`src/rtl/hazard_pipeline_regs.sv`:
```
// hazard_pipeline_regs: PC, F/D, D/E, E/M and M/W pipeline registers with stall, flush and condition gating
module hazard_pipeline_regs #(
    parameter int DATA_W = 32,
    parameter logic [DATA_W-1:0] RESET_PC = '0
) (
    input  logic                  clk,
    input  logic                  reset,
    input  logic                  stall_f,
    input  logic                  stall_d,
    input  logic                  flush_d,
    input  logic                  flush_e,
    input  logic                  cond_ex,
    input  logic [DATA_W-1:0]     pc_next,
    output logic [DATA_W-1:0]     pc_f,
    input  logic [31:0]           instr_f,
    output logic [31:0]           instr_d,
    input  logic [5:0]            ctrl_d,
    input  logic [3:0]            ra1_d,
    input  logic [3:0]            ra2_d,
    input  logic [3:0]            wa3_d,
    input  logic [3*DATA_W-1:0]   data_d,
    output logic [5:0]            ctrl_e,
    output logic [3:0]            ra1_e,
    output logic [3:0]            ra2_e,
    output logic [3:0]            wa3_e,
    output logic [3*DATA_W-1:0]   data_e,
    input  logic [2*DATA_W-1:0]   result_e,
    output logic [5:0]            ctrl_m,
    output logic [3:0]            wa3_m,
    output logic [2*DATA_W-1:0]   data_m,
    input  logic [2*DATA_W-1:0]   result_m,
    output logic [5:0]            ctrl_w,
    output logic [3:0]            wa3_w,
    output logic [2*DATA_W-1:0]   data_w
);
    logic [5:0] condMask;
    always_comb condMask = {cond_ex, 1'b1, cond_ex, 1'b1, cond_ex, 1'b1};
    always_ff @(posedge clk) begin
        if (reset) begin
            pc_f    <= RESET_PC;
            instr_d <= '0;
            ctrl_e  <= '0;
            ra1_e   <= '0;
            ra2_e   <= '0;
            wa3_e   <= '0;
            data_e  <= '0;
            ctrl_m  <= '0;
            wa3_m   <= '0;
            data_m  <= '0;
            ctrl_w  <= '0;
            wa3_w   <= '0;
            data_w  <= '0;
        end else begin
            pc_f    <= stall_f ? pc_f : pc_next;
            instr_d <= flush_d ? '0 : stall_d ? instr_d : instr_f;
            ctrl_e  <= flush_e ? '0 : ctrl_d;
            ra1_e   <= flush_e ? '0 : ra1_d;
            ra2_e   <= flush_e ? '0 : ra2_d;
            wa3_e   <= flush_e ? '0 : wa3_d;
            data_e  <= flush_e ? '0 : data_d;
            ctrl_m  <= ctrl_e & condMask;
            wa3_m   <= wa3_e;
            data_m  <= result_e;
            ctrl_w  <= ctrl_m;
            wa3_w   <= wa3_m;
            data_w  <= result_m;
        end
    end
endmodule
```
`config.mk`:
```
export PLATFORM = sky130hd
export DESIGN_NAME = hazard_pipeline_regs
export DESIGN_NICKNAME = d
export VERILOG_FILES = /design/src/rtl/hazard_pipeline_regs.sv
export SDC_FILE = /design/constraint.sdc
export NUM_CORES = 1
export LEC_CHECK = 0
export CORE_AREA = 2 2 247 249
export CTS_CLUSTER_DIAMETER = 60
export DETAILED_ROUTE_END_ITERATION = 8
export DIE_AREA = 0 0 249 251
export SLEW_MARGIN = 20
export SYNTH_ARGS = -nofsm -noshare
export SYNTH_HDL_FRONTEND = slang
export SYNTH_SLANG_ARGS = --single-unit
```
`constraint.sdc`:
```
create_clock -name clk -period 0.87 [get_ports clk]
set_input_delay 0.087 -clock clk [delete_from_list [all_inputs] [get_ports clk]]
set_output_delay 0.087 -clock clk [all_outputs]
set_load 0.02 [all_outputs]
```
# After elaboration in Yosys (flattened, before gate mapping)
# Index checks and enable logic that the tools add are counted.
# totals
ff_bits	326
in_bits	313
output_inout_bits	326
word_cells	16
# op_classes
bitwise_logic	1
reduce_logical	2
# ops
operator	count
AND 6 bit	1
OR reduction 2 bit	2

# Longest topological paths before layout
# logic_depth
word_depth	1
mapped_depth	5
depth_no_buf	2

# Least setup slack after synthesis
# OpenSTA, ideal clock, no wires.
# synth_path
kind	input -> register
startpoint	input stall_d
endpoint	register instr_d[10]
setup_time_ps	115
t_arrival_ps	740
required_time_ps	755
slack_ps	15
cell_stages	4
path_buffers	2
cell_sequence	buf_2 > buf_2 > mux2i_1 > nor2_2
# synth_lines
item	line	source
start, declared	9	input logic stall_d,
end signal, assigned	55	instr_d <= flush_d ? '0 : stall_d ? instr_d : instr_f;
end, declared	16	output logic [31:0] instr_d,

# Final worst setup path
# layout_path
startpoint	register wa3_e[0]
endpoint	output wa3_e[0]
# layout_lines
item	line	source
start, declared	25	output logic [3:0] wa3_e,
start signal, assigned	59	wa3_e <= flush_e ? '0 : wa3_d;
# No word-level cell between the ends.

==> summary.md <==
| Metric | Value |
|---|---|
| Relative slew margins | 0.595 |
| Status | complete, but fails checks |
| Count of fill cells added during filler insertion | 5,944 |
| Internal power | 30.3 mW |
| Commonest cells post-synth | sky130_fd_sc_hd__dfxtp_1 (326), sky130_fd_sc_hd__nor2b_1 (146), sky130_fd_sc_hd__and2_1 (117), sky130_fd_sc_hd__mux2i_1 (64), sky130_fd_sc_hd__nor2_1 (54) |
| Min Clock Period, post-route | 1130 ps |
| Share of flip-flops with an asynchronous set or reset | 0 |
| X dimension of the die | 249 um |
| Overall die height | 251 um |
| Share of the cycle needed by the critical path after routing | 1.30 |
| Worst Tran Pin Value | approximately 610 ps |
| Switching power share of the total | 0.236 |
| Clock Sinks | 326 |
| Core area | 59,800 um2 |
| Worst min path class | in2reg |
| Post-synthesis sequential area ratio | 0.697 |
| Achievable clock frequency | 882 MHz |
| Nets | 1,765 |
| TritonCTS clock tree | done |
| Clock Tree Buf Depth | 3 |
| Final worst clock skew | around 15 ps |
| Required time worst endpoint | 780 ps |
| Hold Crit Start | stall_f |
| Clock Latency Late Sink | 540 ps |
| Sum of net half-perimeters after detailed placement | 27.4 mm |
| CP peak stage delay | around 370 ps |
| Share of post-route cells with drive strength above 1 | 0.534 |
| Via density | around 3.4 |
| Crit path capture type | primary output |
| Area enclosed by the die boundary | 62,500 um2 |
| Detailed router's first-iteration violation count | 166 |
| WP buf/inv | 1 |
| Via count of the first global-routing pass | around 8,300 |
| Synthesis-to-layout area growth | 108% |
| Yosys warning total | 0 |
| Number of CTS-inserted buffers | 42 |
| Category of the most critical setup path | reg2out |
| Combinational share of power | 0.129 |
| Kind of start point of the critical path | register |
| Number of port buffers | 638 |
| Root Buffer Master | sky130_fd_sc_hd__clkbuf_16 |
| Pin count of the biggest net entering global routing | 42 |
| RSZ-0062 raised after global routing | true |
| Top Ports | 639 |
| Number of hold-slack violations in the final timing report | 0 |
| Proportion of power drawn by flip-flops and latches | 0.406 |
| Final Slew Violations | 0 |
| Family with the most delay on the worst path | flip-flops |
| Cell at the slowest stage of the critical path | sky130_fd_sc_hd__dfxtp_4 |
| Wire length after detailed routing | roughly 38 mm |
| Area fraction of the dominant cell type after synthesis | 0.697 |
| Failing checks | negative setup slack |
| Worst setup path startpoint | wa3_e[0] |
| Number of synthesized flops with an enable pin | 0 |
| Worst path setup slack after routing | -264 ps |
| Final hold slack | about 75 ps |
| Top post-synthesis cells by area | sky130_fd_sc_hd__dfxtp_1 (70%), sky130_fd_sc_hd__nor2b_1 (9.8%), sky130_fd_sc_hd__and2_1 (7.8%), sky130_fd_sc_hd__mux2i_1 (6.8%), sky130_fd_sc_hd__nor2_1 (2.2%) |
| Routability congestion estimate | 0.825 |
| Most used standard cell by instance count after synthesis | sky130_fd_sc_hd__dfxtp_1 |
| Routed Antenna Nets | 0 |
| Std-Cell Rows | 90 |
| Wire length of the first global-routing pass | roughly 54 mm |
| Number of distinct library cells after synthesis | 13 |
| Netlist area before placement | 9360 um2 |
| Clock group share of total power | 0.465 |
| Pwr Density | 2040 nW/um2 |
| Total net switching power | 9.38 mW |
| Flip-flop and latch count after synthesis | around 330 |
| Number of failing setup endpoints in the final timing report | 326 |
| Cell accounting for the most synthesized area | sky130_fd_sc_hd__dfxtp_1 |
| Gate Count Post-Synth | 763 |
| Count of H-tree levels built during CTS | 2 |
| Area used by multi-input combinational logic | 2670 um2 |
| Storage cell area | 6950 um2 |
| Max FO, Critical Path | 3 |
| Initial standard-cell utilization of the core | 0.156 |
| Worst IR Drop VDD | 1.29 mV |
| Leftover overflow at the end of global routing | 0 |
| Clk slew on worst S/H paths | roughly 60 ps |
| Static leakage power | 8.23 nW |
| Number of vias after detailed routing | 7,820 |
| Max-cap violations | 0 |
| Initial antenna violation count | 2 |
| DRC violation count after routing | 0 |
| Worst EP arrival | 1050 ps |
| First drt pass iteration count | 4 |
| Average wire length per cell after detail routing | 16.7 um |
| Average instance area after synthesis | 12.3 um2 |
| Post-placement setup slack | -954 ps |
| GRT Resource Usage Total | 0.116 |
| Main synth FF type | sky130_fd_sc_hd__dfxtp_1 |
| Cells traversed along the worst timing path | buf_6 |
| Nets in the synthesized netlist | about 1,100 |
| Reg-to-reg startpoint | ctrl_e[0] |
## layer usage
layer / share of wire / track usage / routed length (um) / vias up
met5: 0.00034 / 0 / 13 / -
met4: 0.034 / 0.0461 / 1290 / 2
met3: 0.094 / 0.0487 / 3580 / 62
met2: 0.51 / 0.209 / 19400 / 400
met1: 0.36 / 0.118 / 13600 / 3601
li1: - / - / - / 3755
## layout make-up
class                      instances  area share
tap                              782      0.0504
clock buffer                      56      0.0631
timing repair buffer             682       0.376
antenna                            2    0.000258
clock inverter                    20      0.0147
multi-input combinational        400       0.137
sequential                       326       0.358
## cells by family after synthesis
group | after synthesis | synth area share
simple gates | 329 | 0.207
flops | 326 | 0.697
mux | 64 | 0.0685
buf+inv | 44 | 0.0271
## placed cells by master, fill, tap and decap left out, drive strengths merged, types with 2 or more instances in the layout
master	Yosys	layout
bufinv	0	5
nor2	65	72
buf	27	370
nor2b	146	146
inv	0	7
diode	0	2
dfxtp	326	326
clkinv	0	8
clkdlybuf4s50	0	308
mux2i	64	64
clkbuf	17	58
and2	117	117
## final timing paths
kind	end	slack, ps	cells past startpoint
max	wa3_e[0]	-260	1
min	pc_f[28]	80	4
max reg2reg	ctrl_m[0]	30	3
min reg2reg	ctrl_w[3]	470	1
## flip-flops by register name, summed over array words and instances (netlist names)
register	flops
wa3_w	4
ctrl_w	6
ctrl_m	6
ra2_e	4
wa3_e	4
data_w	64
ctrl_e	6
ra1_e	4
pc_f	32
instr_d	32
data_m	64
wa3_m	4
data_e	96
## per-stage QoR
stage	std cells	total power [mW]	util	setup TNS [ps]	cell area (um2)
final	2268	39.7	0.325	-64930	19400
after global routing	2267	41.3	0.325	-81570	19400
after CTS	2260	40.4	0.324	-82570	19300
after detailed placement	2170	21.1	0.282	-174300	16800
after global placement	2170	21.0	0.282	-171980	16800
after floorplan	763	17.9	-	0	9360
## power by group through the flow
stage | Combinational [mW] | Clock (mW) | Sequential [mW]
after floorplan | 0.861 | 0 | 17.0
after global placement | 4.86 | 0 | 16.2
after detailed placement | 4.87 | 0 | 16.2
after CTS | 5.18 | 19.1 | 16.1
after global routing | 5.43 | 19.7 | 16.2
final | 5.13 | 18.5 | 16.1
## worst reg2reg max path: cells and delay by family, from the launching register on
kind	cells	cell delay [ps]
buf+inv	2	280
flops	1	320
simple gates	1	110
## what timing repair did
action / 4_1_cts / 5_1_grt
pin swaps: 4 / 1
endpoints found under the hold margin: 1 / 0
cloned: 6 / 2
buffers inserted: 8 / 5
gates resized for setup: 2239 / 3
setup endpoints to repair: 441 / 356
hold buffers: 1 / 0
Note: power is estimated with default switching activity, not from simulation.
